### src/rtl/lsu_mem_stage.sv
// RV32I load/store unit: one req/ack data-memory transaction per issue, with store lane
// alignment, load extraction/extension and a bounded wait for the bus acknowledge.
module lsu_mem_stage #(
    parameter int unsigned TIMEOUT = 255
) (
    input  logic        clk,
    input  logic        rst_n,
    input  logic        start,
    input  logic [6:0]  opcode,
    input  logic [2:0]  funct3,
    input  logic [31:0] addr,
    input  logic [31:0] wdata,
    output logic        busy,
    output logic        done,
    output logic [31:0] rdata,
    output logic [1:0]  err,
    output logic        mem_req,
    output logic        mem_we,
    output logic [31:0] mem_addr,
    output logic [3:0]  mem_be,
    output logic [31:0] mem_wdata,
    input  logic        mem_ack,
    input  logic [31:0] mem_rdata
);

    typedef enum logic [1:0] {StIdle, StReq, StDone} state_e;

    state_e      state;
    logic [7:0]  cnt;
    logic [2:0]  f3_q;
    logic [1:0]  lane_q;

    logic        is_load, is_store, illegal, misaligned;
    logic [3:0]  be_calc;
    logic [31:0] wdata_calc;
    logic [31:0] shifted, load_fmt;

    assign is_load  = (opcode == 7'b0000011);
    assign is_store = (opcode == 7'b0100011);
    assign busy     = (state != StIdle);

    always_comb begin
        illegal = 1'b0;
        if (is_store) begin
            illegal = funct3[2] || (funct3 == 3'b011);
        end else if (is_load) begin
            illegal = (funct3 == 3'b011) || (funct3 == 3'b110) || (funct3 == 3'b111);
        end
        misaligned = ((funct3[1:0] == 2'b01) && addr[0]) ||
                     ((funct3[1:0] == 2'b10) && (addr[1:0] != 2'b00));
    end

    always_comb begin
        be_calc    = 4'b1111;
        wdata_calc = wdata;
        case (funct3[1:0])
            2'b00: begin
                be_calc    = 4'b0001 << addr[1:0];
                wdata_calc = {4{wdata[7:0]}};
            end
            2'b01: begin
                be_calc    = addr[1] ? 4'b1100 : 4'b0011;
                wdata_calc = {2{wdata[15:0]}};
            end
            default: ;
        endcase
    end

    // Word lanes shifted down so the addressed byte/half sits at bit 0.
    always_comb begin
        shifted = mem_rdata >> {lane_q, 3'b000};
        case (f3_q)
            3'b000:  load_fmt = {{24{shifted[7]}}, shifted[7:0]};
            3'b001:  load_fmt = {{16{shifted[15]}}, shifted[15:0]};
            3'b100:  load_fmt = {24'd0, shifted[7:0]};
            3'b101:  load_fmt = {16'd0, shifted[15:0]};
            default: load_fmt = shifted;
        endcase
    end

    always_ff @(posedge clk or negedge rst_n) begin
        if (!rst_n) begin
            state     <= StIdle;
            cnt       <= 8'd0;
            f3_q      <= 3'd0;
            lane_q    <= 2'd0;
            done      <= 1'b0;
            rdata     <= 32'd0;
            err       <= 2'b00;
            mem_req   <= 1'b0;
            mem_we    <= 1'b0;
            mem_addr  <= 32'd0;
            mem_be    <= 4'd0;
            mem_wdata <= 32'd0;
        end else begin
            case (state)
                StIdle: begin
                    done <= 1'b0;
                    if (start && (is_load || is_store)) begin
                        f3_q   <= funct3;
                        lane_q <= addr[1:0];
                        if (illegal || misaligned) begin
                            state <= StDone;
                            done  <= 1'b1;
                            err   <= illegal ? 2'b11 : 2'b01;
                            rdata <= 32'd0;
                        end else begin
                            state     <= StReq;
                            cnt       <= 8'd0;
                            mem_req   <= 1'b1;
                            mem_we    <= is_store;
                            mem_addr  <= {addr[31:2], 2'b00};
                            mem_be    <= be_calc;
                            mem_wdata <= is_store ? wdata_calc : 32'd0;
                        end
                    end
                end
                StReq: begin
                    // Ack in the last allowed cycle takes priority over the timeout.
                    if (mem_ack) begin
                        state   <= StDone;
                        done    <= 1'b1;
                        mem_req <= 1'b0;
                        err     <= 2'b00;
                        rdata   <= mem_we ? 32'd0 : load_fmt;
                    end else if (cnt == 8'(TIMEOUT - 1)) begin
                        state   <= StDone;
                        done    <= 1'b1;
                        mem_req <= 1'b0;
                        err     <= 2'b10;
                        rdata   <= 32'd0;
                    end else begin
                        cnt <= cnt + 8'd1;
                    end
                end
                default: begin
                    done  <= 1'b0;
                    state <= StIdle;
                end
            endcase
        end
    end

endmodule

### config.mk
export PLATFORM = sky130hd
export DESIGN_NAME = lsu_mem_stage
export DESIGN_NICKNAME = d
export VERILOG_FILES = /design/src/rtl/lsu_mem_stage.sv
export SDC_FILE = /design/constraint.sdc
export NUM_CORES = 1
export LEC_CHECK = 0
export BUFFER_PORTS_ARGS = -buffer_cell sky130_fd_sc_hd__buf_2
export CAP_MARGIN = 20
export CORE_MARGIN = 4
export CORE_UTILIZATION = 50
export CTS_BUF_LIST = sky130_fd_sc_hd__clkbuf_4
export CTS_CLUSTER_DIAMETER = 60
export DETAILED_ROUTE_END_ITERATION = 10
export GPL_TIMING_DRIVEN = 1
export MAX_ROUTING_LAYER = met4
export PLACE_DENSITY = 0.82
export SYNTH_ARGS = -nofsm -noshare
export SYNTH_HDL_FRONTEND = slang
export SYNTH_SLANG_ARGS = --single-unit
### constraint.sdc
create_clock -name clk -period 2.6 [get_ports clk]
set_input_delay 0.26 -clock clk [delete_from_list [all_inputs] [get_ports clk]]
set_output_delay 0.26 -clock clk [all_outputs]
set_load 0.01 [all_outputs]
==> results by group <==
Run status
  – Outcome: complete, no violations

Global routing
  – GRT Total Usage: 0.282
  – Initial antenna violation count: 1
  – Largest net degree at the start of global routing: 71
  – First-pass GRT wire length: 27.9 mm
  – Total gr overflow: 0
  – Vias in the first global route: 5588

Place
  – Dpl cell area: 6750 µm²
  – GP Congestion: 0.914
  – Placed insts: 822
  – Setup slack at placement: 0.379 ns
  – Final HPWL DP: 12.0 mm
  – I/O Buffers: 213

Drt
  – DR DRC count: 0
  – DRT Wirelength: 17.2 mm
  – DR vias: 5240
  – Via-per-instance ratio: 5.70
  – Routed WL per cell: 18.7 µm
  – Number of iterations in the first detailed-routing pass: 5
  – Drt first-iter violations: 606
  – Final ANT Viol Nets: 0

Final layout
  – Fin nets: 878
  – Fin util: 0.711
  – Layout area overhead: 38.6%
  – Fin cells: 920
  – Fillcell total: 781
  – Share of layout cells above drive strength 1: 0.412
  – Final Cell Area: 7740 µm²

Critical path
  – R2r setup slk: 0.36 ns
  – Critical R2R Capture: mem_wdata[2]$_DFFE_PN0P_
  – Worst reg2reg path depth: 5
  – CP required: 3.06 ns
  – CP startpoint kind: register
  – Worst Setup SP: state[0]$_DFFE_PN0P_
  – Crit Path Class: register to register
  – CP endpoint kind: register
  – Crit path max fanout: 9
  – CP arrival: 2.70 ns
  – CP endpoint: mem_wdata[2]$_DFFE_PN0P_
  – Worst r2r src: state[0]$_DFFE_PN0P_

Floorplan
  – Core area: 10900 µm²
  – Die ar.: 12900 µm²
  – Die Width: 114 µm
  – Ports: 216
  – Row cnt: 38
  – Die H: 114 µm
  – Starting density of the core: 0.513

Logic synthesis
  – Post-synth ARST share: 1.00
  – Syn avg cell area: 11.4 µm²
  – Count leader, synth: dfrtp_1
  – Top cells by area, synth: dfrtp_1, mux2_2, mux2i_1
  – EDFF count, synth: 0
  – Area leader, netlist: dfrtp_1
  – Share of the synthesized area in the top cell type: 0.529
  – Ys flop type: dfrtp_1
  – Ys Warns: 0
  – Post-synth cell types: 49
  – Gate Count Post-Synth: 489
  – Synth Cell Area: 5580 µm²
  – #FFs+latches synth: 118
  – Commonest cells in the netlist: dfrtp_1, nand2_1, mux2i_1
  – Register area share after synthesis: 0.529

Timing
  – Final setup viols: 0
  – Final hold violation count: 0
  – Min cycle time layout: 2.24 ns
  – Max-slew violations: 0
  – RSZ-0062 raised after global routing: false
  – Period utilization: 0.861
  – Final Hold Slack: 0.0400 ns
  – Setup_tns: 0 ns
  – Final WS setup: 0.360 ns
  – Max Clock Skew: 0.0155 ns
  – Fmax: 0.446 GHz
  – Rel. slew slack: 0.447
  – Worst slew pin tran: 0.826 ns

Pwr
  – Total Power: 4.56 mW
  – Leak: 4.12 nW
  – Peak VDD IR: 317 µV
  – Pwr/cell area: 590 nW/µm²

Clock tree
  – Max clock buf depth: 2
  – Root buffer cell: clkbuf_4
  – Post-CTS Setup Bufs: 0
  – CTS Buf Count: 17
  – H-tree depth: 4
  – CTS tree: yes
  – Worst skew pair latency: 0.52 ns
  – Clk slew on worst S/H paths: 0.10 ns
  – CTS resizes: 0
  – CTS Hold Bufs: 61
  – Num Clock Sinks: 118

Worst hold path
  – Worst Hold Class: input port to register

Run
  – Max-cap violations: 0
## where the power goes
group / switching, mW / internal [mW] / total (mW)
Combinational: 0.455 / 0.441 / 0.897
Clock: 0.684 / 0.877 / 1.56
Sequential: 0.112 / 1.99 / 2.11
Total: 1.25 / 3.31 / 4.56
## how the worst min path moves through the flow
| stage | from | endpoint | slack, ns | depth (start not counted) |
|---|---|---|---|---|
| after floorplan | rst_n | cnt[0]$_DFFE_PN0P_ | -0.04 | 0 |
| after global placement | rst_n | rdata[24]$_DFFE_PN0P_ | 0.31 | 1 |
| after detailed placement | rst_n | rdata[24]$_DFFE_PN0P_ | 0.33 | 1 |
| after CTS | mem_rdata[27] | rdata[27]$_DFFE_PN0P_ | 0.0001 | 2 |
| after global routing | wdata[14] | mem_wdata[14]$_DFFE_PN0P_ | 0.007 | 3 |
| final | wdata[21] | mem_wdata[21]$_DFFE_PN0P_ | 0.04 | 3 |
## registers in the layout, indices dropped and copies added, names as in the netlist, 2 cells and up
register,count
lane_q,2
state,2
mem_addr,30
f3_q,3
mem_wdata,32
cnt,8
err,2
rdata,32
mem_be,4
## metal layers
metal / GRT usage / share of wire / vias to the layer above
li1: - / - / 2336
met1: 0.335 / 0.38 / 2537
met2: 0.461 / 0.50 / 312
met3: 0.0711 / 0.088 / 55
met4: 0.116 / 0.035 / 0
met5: - / 0 / -
## area by class of cell
cell class,count,area (µm²),area share
Tap cell,140,175,0.0226
Clock buffer,20,150,0.0194
Inverter,7,26.3,0.00339
Clock inverter,12,183,0.0236
Sequential cell,118,2950,0.382
Multi-Input combinational cell,332,2430,0.314
Antenna cell,1,2.50,0.000323
Timing Repair Buffer,290,1820,0.235
## critical path, cell delays in order (launching register included)
cell	delay (ns)
dfrtp_1	0.44
nor2_1	0.28
nand4_2	0.29
a211o_2	0.37
nor2_1	0.57
a22o_1	0.23
## kinds of logic after synthesis
logic type      Yosys count  synth area share
compound gates          134             0.177
flops                   118             0.529
simple gates            113            0.0961
mux                      80             0.154
buf+inv                  40            0.0370
fa+ha+maj                 2           0.00448
other cells               1          0.000672
xor+xnor                  1           0.00157
## cell usage in the layout, fill, tap and decap left out, types with 3 or more instances in the layout
| master | count |
|---|---|
| a211o_1 | 5 |
| a21oi_1 | 25 |
| a221o_1 | 16 |
| a22o_1 | 18 |
| and3_1 | 3 |
| buf_2 | 212 |
| buf_4 | 12 |
| bufinv_16 | 5 |
| clkbuf_4 | 20 |
| clkinv_1 | 4 |
| dfrtp_1 | 118 |
| dlygate4sd3_1 | 65 |
| inv_1 | 7 |
| mux2_2 | 39 |
| mux2i_1 | 40 |
| nand2_1 | 63 |
| nand3_1 | 3 |
| nor2_1 | 18 |
| nor3b_1 | 4 |
| nor4_1 | 3 |
| o21ai_0 | 29 |
| o21ai_2 | 19 |
| o2bb2ai_1 | 9 |
No activity file was read; power rests on OpenSTA's default activity.
